## src/rtl/pipeline_ctrl.sv

```systemverilog
// ============================================================================
// Module   : pipeline_ctrl
// Brief    : Hazard/stall controller for the 5-stage pipeline: load-use,
//            MEM-resolved redirects, data-memory handshake with timeout.
// Revision : 1.0
// ============================================================================
`default_nettype none

module pipeline_ctrl #(
    parameter int DMEM_TIMEOUT = 255,
    parameter int CNT_W        = 32
) (
    input  logic             clk,
    input  logic             reset,
    input  logic [4:0]       id_rs,
    input  logic [4:0]       id_rt,
    input  logic             id_uses_rt,
    input  logic             de_mem_read,
    input  logic [4:0]       de_dst_reg,
    input  logic             em_branch,
    input  logic             em_alu_result_zero,
    input  logic             em_jmp,
    input  logic             em_alu_result_to_pc,
    input  logic             em_mem_read,
    input  logic             em_mem_write,
    input  logic             dmem_ack,
    output logic             pc_wren,
    output logic             fd_wren,
    output logic             de_wren,
    output logic             em_wren,
    output logic             mw_wren,
    output logic             fd_flush,
    output logic             de_flush,
    output logic             em_flush,
    output logic             redirect,
    output logic             dmem_req,
    output logic             err,
    output logic [CNT_W-1:0] stall_cycles
);

    typedef enum logic [1:0] {
        S_IDLE  = 2'd0,
        S_WAIT  = 2'd1,
        S_ERROR = 2'd2
    } state_t;

    localparam logic [7:0]       c_TIMEOUT = 8'(DMEM_TIMEOUT);
    localparam logic [CNT_W-1:0] c_CNT_MAX = '1;

    state_t           r_state;
    state_t           w_state_nxt;
    logic [7:0]       r_wait_cnt;
    logic [7:0]       w_wait_cnt_nxt;
    logic [7:0]       w_wait_inc;
    logic             r_err;
    logic [CNT_W-1:0] r_stall_cnt;

    logic w_access;
    logic w_mem_stall;
    logic w_taken;
    logic w_load_use;

    assign w_access    = em_mem_read | em_mem_write;
    assign w_mem_stall = w_access & ~dmem_ack;
    assign w_taken     = (em_branch & em_alu_result_zero) | em_jmp | em_alu_result_to_pc;
    assign w_load_use  = de_mem_read && (de_dst_reg != 5'd0) &&
                         ((de_dst_reg == id_rs) || (id_uses_rt && (de_dst_reg == id_rt)));
    // wait_cnt after counting the current WAIT cycle
    assign w_wait_inc  = r_wait_cnt + 8'd1;

    always_comb begin
        w_state_nxt    = r_state;
        w_wait_cnt_nxt = r_wait_cnt;
        pc_wren        = 1'b0;
        fd_wren        = 1'b0;
        de_wren        = 1'b0;
        em_wren        = 1'b0;
        mw_wren        = 1'b0;
        fd_flush       = 1'b0;
        de_flush       = 1'b0;
        em_flush       = 1'b0;
        redirect       = 1'b0;
        dmem_req       = 1'b0;

        case (r_state)
            S_IDLE: begin
                if (w_mem_stall) begin
                    w_state_nxt    = S_WAIT;
                    w_wait_cnt_nxt = 8'd0;
                end
            end
            S_WAIT: begin
                if (w_access && dmem_ack) begin
                    w_state_nxt = S_IDLE;
                end else begin
                    w_wait_cnt_nxt = w_wait_inc;
                    if (w_wait_inc == c_TIMEOUT) begin
                        w_state_nxt = S_ERROR;
                    end
                end
            end
            S_ERROR: begin
                w_state_nxt = S_ERROR;
            end
            default: begin
                w_state_nxt = S_IDLE;
            end
        endcase

        if (!reset && (r_state != S_ERROR)) begin
            dmem_req = w_access;
            if (!w_mem_stall) begin
                // Redirect flush wins over a concurrent load-use bubble
                if (w_taken) begin
                    pc_wren  = 1'b1;
                    fd_wren  = 1'b1;
                    de_wren  = 1'b1;
                    em_wren  = 1'b1;
                    mw_wren  = 1'b1;
                    fd_flush = 1'b1;
                    de_flush = 1'b1;
                    em_flush = 1'b1;
                    redirect = 1'b1;
                end else if (w_load_use) begin
                    de_wren  = 1'b1;
                    em_wren  = 1'b1;
                    mw_wren  = 1'b1;
                    de_flush = 1'b1;
                end else begin
                    pc_wren  = 1'b1;
                    fd_wren  = 1'b1;
                    de_wren  = 1'b1;
                    em_wren  = 1'b1;
                    mw_wren  = 1'b1;
                end
            end
        end
    end

    always_ff @(posedge clk) begin
        if (reset) begin
            r_state     <= S_IDLE;
            r_wait_cnt  <= 8'd0;
            r_err       <= 1'b0;
            r_stall_cnt <= '0;
        end else begin
            r_state    <= w_state_nxt;
            r_wait_cnt <= w_wait_cnt_nxt;
            r_err      <= r_err | (w_state_nxt == S_ERROR);
            if (!pc_wren && (r_stall_cnt != c_CNT_MAX)) begin
                r_stall_cnt <= r_stall_cnt + CNT_W'(1);
            end
        end
    end

    assign err          = r_err;
    assign stall_cycles = r_stall_cnt;

endmodule

`default_nettype wire

```

## config.mk

```make
export PLATFORM = sky130hd
export DESIGN_NAME = pipeline_ctrl
export DESIGN_NICKNAME = d
export VERILOG_FILES = /design/src/rtl/pipeline_ctrl.sv
export SDC_FILE = /design/constraint.sdc
export NUM_CORES = 1
export LEC_CHECK = 0
export BUFFER_PORTS_ARGS = -buffer_cell sky130_fd_sc_hd__buf_2
export CORE_UTILIZATION = 23
export CTS_CLUSTER_SIZE = 28
export DETAILED_ROUTE_END_ITERATION = 10
export GPL_ROUTABILITY_DRIVEN = 0
export SETUP_SLACK_MARGIN = 0.2
export SLEW_MARGIN = 20
export SYNTH_ARGS = -nofsm -noshare
export SYNTH_HDL_FRONTEND = slang
export SYNTH_SLANG_ARGS = --single-unit
```

## constraint.sdc

```tcl
create_clock -name clk -period 2.3 [get_ports clk]
set_input_delay 0.46 -clock clk [delete_from_list [all_inputs] [get_ports clk]]
set_output_delay 0.46 -clock clk [all_outputs]
set_load 0.01 [all_outputs]
```

==> results of run 1 <==
## final timing paths
path | end | slack, ns | cells past startpoint
worst max-delay path | fd_wren | 0.12 | 6
worst min-delay path | err | 0.48 | 1
worst max register to register | stall_cycles[1] | 0.16 | 7
worst min register to register | err | 0.48 | 1
## final cells by class
class | count | area (µm²) | share of cell area
inverter | 8 | 30.0 | 0.00870
sequential | 43 | 875 | 0.253
tap | 136 | 170 | 0.0493
clock buffer | 5 | 68.8 | 0.0199
multi-input combinational | 233 | 1580 | 0.457
clock inverter | 3 | 23.8 | 0.00688
timing repair buffer | 110 | 707 | 0.205
## power groups by stage
stage / registers, W / clock network, W / logic, W
floorplan: 0.000785 / 0 / 0.000138
global route: 0.000765 / 0.000569 / 0.000275
global placement: 0.000780 / 0 / 0.000229
detailed placement: 0.000780 / 0 / 0.000232
CTS: 0.000763 / 0.000527 / 0.000247
finish: 0.000764 / 0.000509 / 0.000251
## Yosys cell counts, types with 4 or more instances
cell,count
a211oi_1,4
a21oi_1,35
and2_1,4
and3_1,4
buf_4,5
buf_6,4
clkbuf_1,9
dfxtp_1,43
inv_1,7
nand2_1,24
nand3_1,14
nand4_1,14
nor2_1,21
nor4_1,4
o21ai_0,13
o31ai_1,13
or3_1,11
or4_1,11
xnor2_1,12
## per-layer routing
metal  GRT usage  wire (µm)
met5           0          0
met4      0.0238         43
met3      0.0359        432
met2       0.224       3460
met1       0.164       3340
## through the flow
step / total power [W] / setup WS, ns / hold slack [ns] / instance area (µm²)
2_1_floorplan: 0.000923 / 0.150 / 0.462 / 2540
3_3_place_gp: 0.00101 / -0.0892 / 0.443 / 3230
3_5_place_dp: 0.00101 / -0.137 / 0.449 / 3230
4_1_cts: 0.00154 / 0.135 / 0.473 / 3410
5_1_grt: 0.00161 / 0.0625 / 0.492 / 3450
6_report: 0.00152 / 0.125 / 0.481 / 3450
## registers in the layout (all words and copies together) (netlist names)
name	flops
err	1
stall_cycles	32
r_wait_cnt	8
r_state	2
## cell families (layout without fill, tap and decap cells)
family | after synthesis | count (layout) | synth area share
adders and majority gates | 3 | 3 | 0.0152
buffers and inverters | 28 | 126 | 0.0627
AOI/OAI and AO/OA | 89 | 89 | 0.229
DFF | 43 | 43 | 0.348
muxes | 3 | 3 | 0.0147
xor gates and xnor gates | 15 | 15 | 0.0531
and+or+nand+nor | 123 | 123 | 0.277
## timing repair
action                     in CTS  in global routing
pin swaps                       4                  5
setup buffers                   2                  1
resized for setup              17                  7
setup endpoints to repair      27                 36
==> metrics.md, run 1 <==
| Metric | Value |
|---|---|
| Status | `completed` |
| Setup TNS Final | `0 ns` |
| Sw Share | `0.287` |
| Proportion of layout cells with a drive suffix above 1 | `0.386` |
| Sequential fraction of the synthesis area | `0.348` |
| CP arrival | `roughly 1.7 ns` |
| Tcrit/Tclk final | `0.946` |
| Placed Instances | `~530` |
| 1st-pass router iterations | `4` |
| Fillers | `1,110` |
| Die X-Extent | `between 100 and 150 µm` |
| Die height | `approximately 110 µm` |
| Worst clock skew | `0.0131 ns` |
| Clk_lat worst skew | `~0.31 ns` |
| Final Util | `0.333` |
| Area leader, netlist | `dfxtp_1` |
| Antenna violations before repair | `0` |
| Worst setup EP type | `output pin` |
| Vias per inst | `a little under 5` |
| Most used DFF post-synth | `dfxtp_1` |
| Wire per inst | `between 10 and 15 µm` |
| Post-synth top area share | `0.348` |
| Post-Syn Area per Cell | `roughly 8.1 µm²` |
| Synth Instances | `304` |
| Slowest CP cell | `or4_4` |
| Worst hold path type | `reg2reg` |
| Vias | `around 2,700` |
| CP max stage delay | `~0.53 ns` |
| Die area | `around 0.011 mm²` |
| Worst-case clock buffer depth | `2` |
| Crit path cell chain | `buf_8 -> or4_4 -> o21a_1 -> buf_6 -> a31oi_4 -> buf_2` |
| Crit path launch type | `input port` |
| Worst setup startpoint | `de_dst_reg[4]` |
| Logic pwr share | `0.165` |
| Buffers and inverters on the worst path | `3` |
| PwrDens | `about 440 mW/mm²` |
| CTS H-tree depth | `2` |
| DRC errors left | `0` |
| Post-CTS Hold Fix Bufs | `0` |
| Total gr overflow | `0` |
| Initial DRC Count | `119` |
| Post-route minimum period | `between 2 and 2.5 ns` |
| Worst slew margin | `0.692` |
| I/O Pins | `slightly below 70` |
| Peak VDD IR | `0.204 mV` |
| Async S/R FF share, synth | `0` |
| Crit path max-delay family | `simple AND/OR/NAND/NOR gates` |
| EDFF count, synth | `0` |
| Internal power | `around 0.0011 W` |
| Vias in the first global route | `roughly 2,500` |
| Leakage | `approximately 1.4 nW` |
| Most common library cell in the layout ignoring fill and taps | `buf_2` |
| CTS tree | `built` |
| WL final | `~7300 µm` |
| CP required | `between 1.5 and 2 ns` |
| Reg2reg start | `stall_cycles[3]` |
| IO buf count | `68` |
| Initial Util | `0.238` |
| Row count | `37` |
| Fin cells | `about 540` |
| Final hold viol count | `0` |
| Sequential share of power | `0.501` |
| HP Start | `err` |
| Slew @ Worst Pin | `approximately 0.46 ns` |
| Area contributors post-synth | `dfxtp_1 35%, a21oi_1 7.1%, xnor2_1 4.3%` |
| Endpoints failing setup | `0` |
| Max FO, Critical Path | `3` |
| Mapped Area | `0.00247 mm²` |
| Fmax | `460 MHz` |
| Net Sw Power | `between 0.0004 and 0.0005 W` |
| RSZ-0062 raised after global routing | `true` |
| FF+latch count, synth | `43` |
| Max-Cap Viols | `0` |
| CTS Sinks | `43` |
| Clock Root Buffer | `clkbuf_8` |
| Post-synth cell types | `54` |
| Post-DP HPWL | `5300 µm` |
| Post-Syn Nets | `~330` |
| Commonest cells after routing, fill and taps aside | `65 x buf_2, 39 x buf_4, 36 x dfxtp_1` |
| Critical path type | `in2out` |
| GRT Util Overall | `0.131` |
| Antenna cells | `0` |
| # nets final | `430` |
| Number of synthesis warnings | `0` |
| Num CTS Buffers | `5` |
| Clock Power Share | `0.334` |
| Worst-path clk slew | `around 0.1 ns` |
| Layout area overhead | `39.7%` |
| Largest net degree at the start of global routing | `44` |
| First-pass GRT wire length | `about 12,000 µm` |
| Final Max Tran Viols | `0` |
| Core ar. | `between 0.01 and 0.015 mm²` |
| Antenna viol nets, final | `0` |
(Power assumes the default switching activity.)
==> run 2: changes to the inputs <==
Settings changed: BUFFER_PORTS_ARGS -buffer_cell sky130_fd_sc_hd__buf_2 to -buffer_cell sky130_fd_sc_hd__buf_4, GPL_TIMING_DRIVEN set to 0, SETUP_SLACK_MARGIN 0.2 to 0.15.
==> metrics.md, run 2 (synthesis gave the netlist of run 1 again) <==
| Metric | Value |
|---|---|
| Num CTS Buffers | `5` |
| Post-route minimum period | `around 2.2 ns` |
| CTS H-tree depth | `2` |
| CP required | `1.84 ns` |
| Final Util | `0.358` |
| Reg2Reg Depth | `9` |
| Worst-case clock buffer depth | `2` |
| Hold WS | `slightly below 0.5 ns` |
| Layout area overhead | `49.9%` |
| Initial DRC Count | `approximately 130` |
| Commonest cells after routing, fill and taps aside | `80 x buf_4, 29 x dfxtp_1, 25 x a21oi_1` |
| CTS tree | `built` |
| Antenna cells | `0` |
| Fmax | `~450 MHz` |
| CP arrival | `around 1.7 ns` |
| Crit path max-delay family | `simple AND/OR/NAND/NOR gates` |
| Status | `completed` |
| Max FO, Critical Path | `3` |
| Max-Cap Viols | `0` |
| Worst hold path type | `reg2reg` |
| Fillers | `between 1,000 and 1,500` |
| Worst-path clk slew | `0.08 ns` |
| Final hold viol count | `0` |
| Wire per inst | `between 15 and 20 µm` |
| Antenna viol nets, final | `0` |
| IO buf count | `67` |
| Die height | `106 µm` |
| PwrDens | `around 420 mW/mm²` |
| Post-DP HPWL | `5560 µm` |
| DRC errors left | `0` |
| Worst setup path end | `pc_wren` |
| CTS Sinks | `43` |
| Slowest CP cell | `or4_4` |
| Leakage | `1.36 nW` |
| RSZ-0062 raised after global routing | `true` |
| Largest register FFs | `32` |
| Worst slew margin | `0.576` |
| CP max stage delay | `~0.53 ns` |
| Number of cells on the critical path | `6` |
| Placed inst area | `0.00318 mm²` |
| Crit path launch type | `input port` |
| Die X-Extent | `approximately 110 µm` |
| Clk_lat worst skew | `roughly 0.30 ns` |
| Critical path type | `in2out` |
| Slew @ Worst Pin | `about 0.64 ns` |
| Worst setup EP type | `output pin` |
| Final Max Tran Viols | `0` |
| Setup TNS Final | `0 ns` |
| Crit path cell chain | `buf_8 -> or4_4 -> o21a_1 -> a31oi_2 -> buf_4 -> buf_6` |
| Vias per inst | `between 5 and 6` |
| # nets final | `about 420` |
| Largest net degree at the start of global routing | `13` |
| Worst setup startpoint | `de_dst_reg[4]` |
| Post-CTS Hold Fix Bufs | `0` |
| HP Start | `err` |
| Peak VDD IR | `roughly 0.21 mV` |
| Core ar. | `around 0.010 mm²` |
| Final instance area | `approximately 0.0037 mm²` |
| First-pass GRT wire length | `~12,000 µm` |
| Die area | `approximately 0.011 mm²` |
| Tcrit/Tclk final | `0.958` |
| GRT Util Overall | `0.136` |
| Vias | `around 2,700` |
| Worst clock skew | `between 0.006 and 0.007 ns` |
| Most common library cell in the layout ignoring fill and taps | `buf_4` |
| Buffers and inverters on the worst path | `3` |
| Proportion of layout cells with a drive suffix above 1 | `0.419` |
| Clock Root Buffer | `clkbuf_8` |
| Crit Reg-Reg Endpoint | `stall_cycles[31]` |
| 1st-pass router iterations | `5` |
| Endpoints failing setup | `0` |
| Row count | `37` |
| Reg2reg start | `stall_cycles[10]` |
| Initial Util | `0.238` |
| I/O Pins | `between 60 and 70` |
| Antenna violations before repair | `0` |
| Vias in the first global route | `around 2,500` |
| Total gr overflow | `0` |
| FF-to-FF setup slack | `approximately 0.16 ns` |
| WL final | `~8000 µm` |
-- run 2: changes by cell type in the layout (fill, tap and decap cells not counted), moves of 6 or more --
cell / previous run / this run
clkbuf_1: 0 / 6
buf_2: 65 / 1
a21oi_1: 33 / 25
a21oi_2: 2 / 9
dfxtp_1: 36 / 29
buf_4: 39 / 80
-- run 2: per-stage QoR --
| stage | setup slack, ns | power, W | cells |
|---|---|---|---|
| 4_1_cts | 0.0728 | 0.00156 | 527 |
| 3_5_place_dp | -0.431 | 0.00103 | 507 |
| 6_report | 0.0961 | 0.00156 | 530 |
| 5_1_grt | 0.0279 | 0.00163 | 530 |
| 2_1_floorplan | 0.142 | 0.000917 | 304 |
| 3_3_place_gp | -0.345 | 0.00102 | 507 |
-- run 2: cell type report --
cell class,count,area (µm²),share of cell area
multi-input cells,233,1710,0.461
flip-flops and latches,43,893,0.241
repair buffers,83,673,0.182
well taps,136,170,0.0459
plain buffers,20,155,0.0418
clock buffers,7,76.3,0.0206
inverters,8,30.0,0.00810
-- run 2: worst reg2reg max path: stages (launching register included) --
cell and delay, ns:
dfxtp_2 0.39, nand2_1 0.12, nor2_1 0.16, and2_1 0.14, clkbuf_2 0.18, nand4_1 0.11
buf_4 0.19, buf_2 0.20, nor4_4 0.24, mux2_4 0.32
-- run 2: worst min path at each step --
| stage | end | slack, ns | cells past startpoint |
|---|---|---|---|
| 2_1_floorplan | r_wait_cnt[5] | 0.46 | 1 |
| 3_3_place_gp | err | 0.45 | 1 |
| 6_report | err | 0.48 | 1 |
| 4_1_cts | err | 0.49 | 1 |
| 3_5_place_dp | err | 0.47 | 1 |
| 5_1_grt | err | 0.52 | 1 |
-- run 2: per-layer routing --
metal	vias up	part of all wire	global-route usage	wire, µm
li1	1314	-	-	-
met1	1294	0.44	0.169	3540
met2	81	0.50	0.245	4000
met3	12	0.048	0.0229	382
met4	0	0.011	0.0317	88
met5	-	0	0	0
-- run 2: repair_timing --
| item | CTS | global route |
|---|---|---|
| gates cloned | 1 | 0 |
| endpoints found under the setup margin | 32 | 35 |
| gates resized for setup | 37 | 45 |
| pin swaps | 12 | 25 |
| buffers inserted | 12 | 3 |
-- run 2: power by group --
part	internal, W	switching, W
registers	0.000749	0.0000101
logic	0.000168	0.000167
clock network	0.000210	0.000254
total	0.00113	0.000431
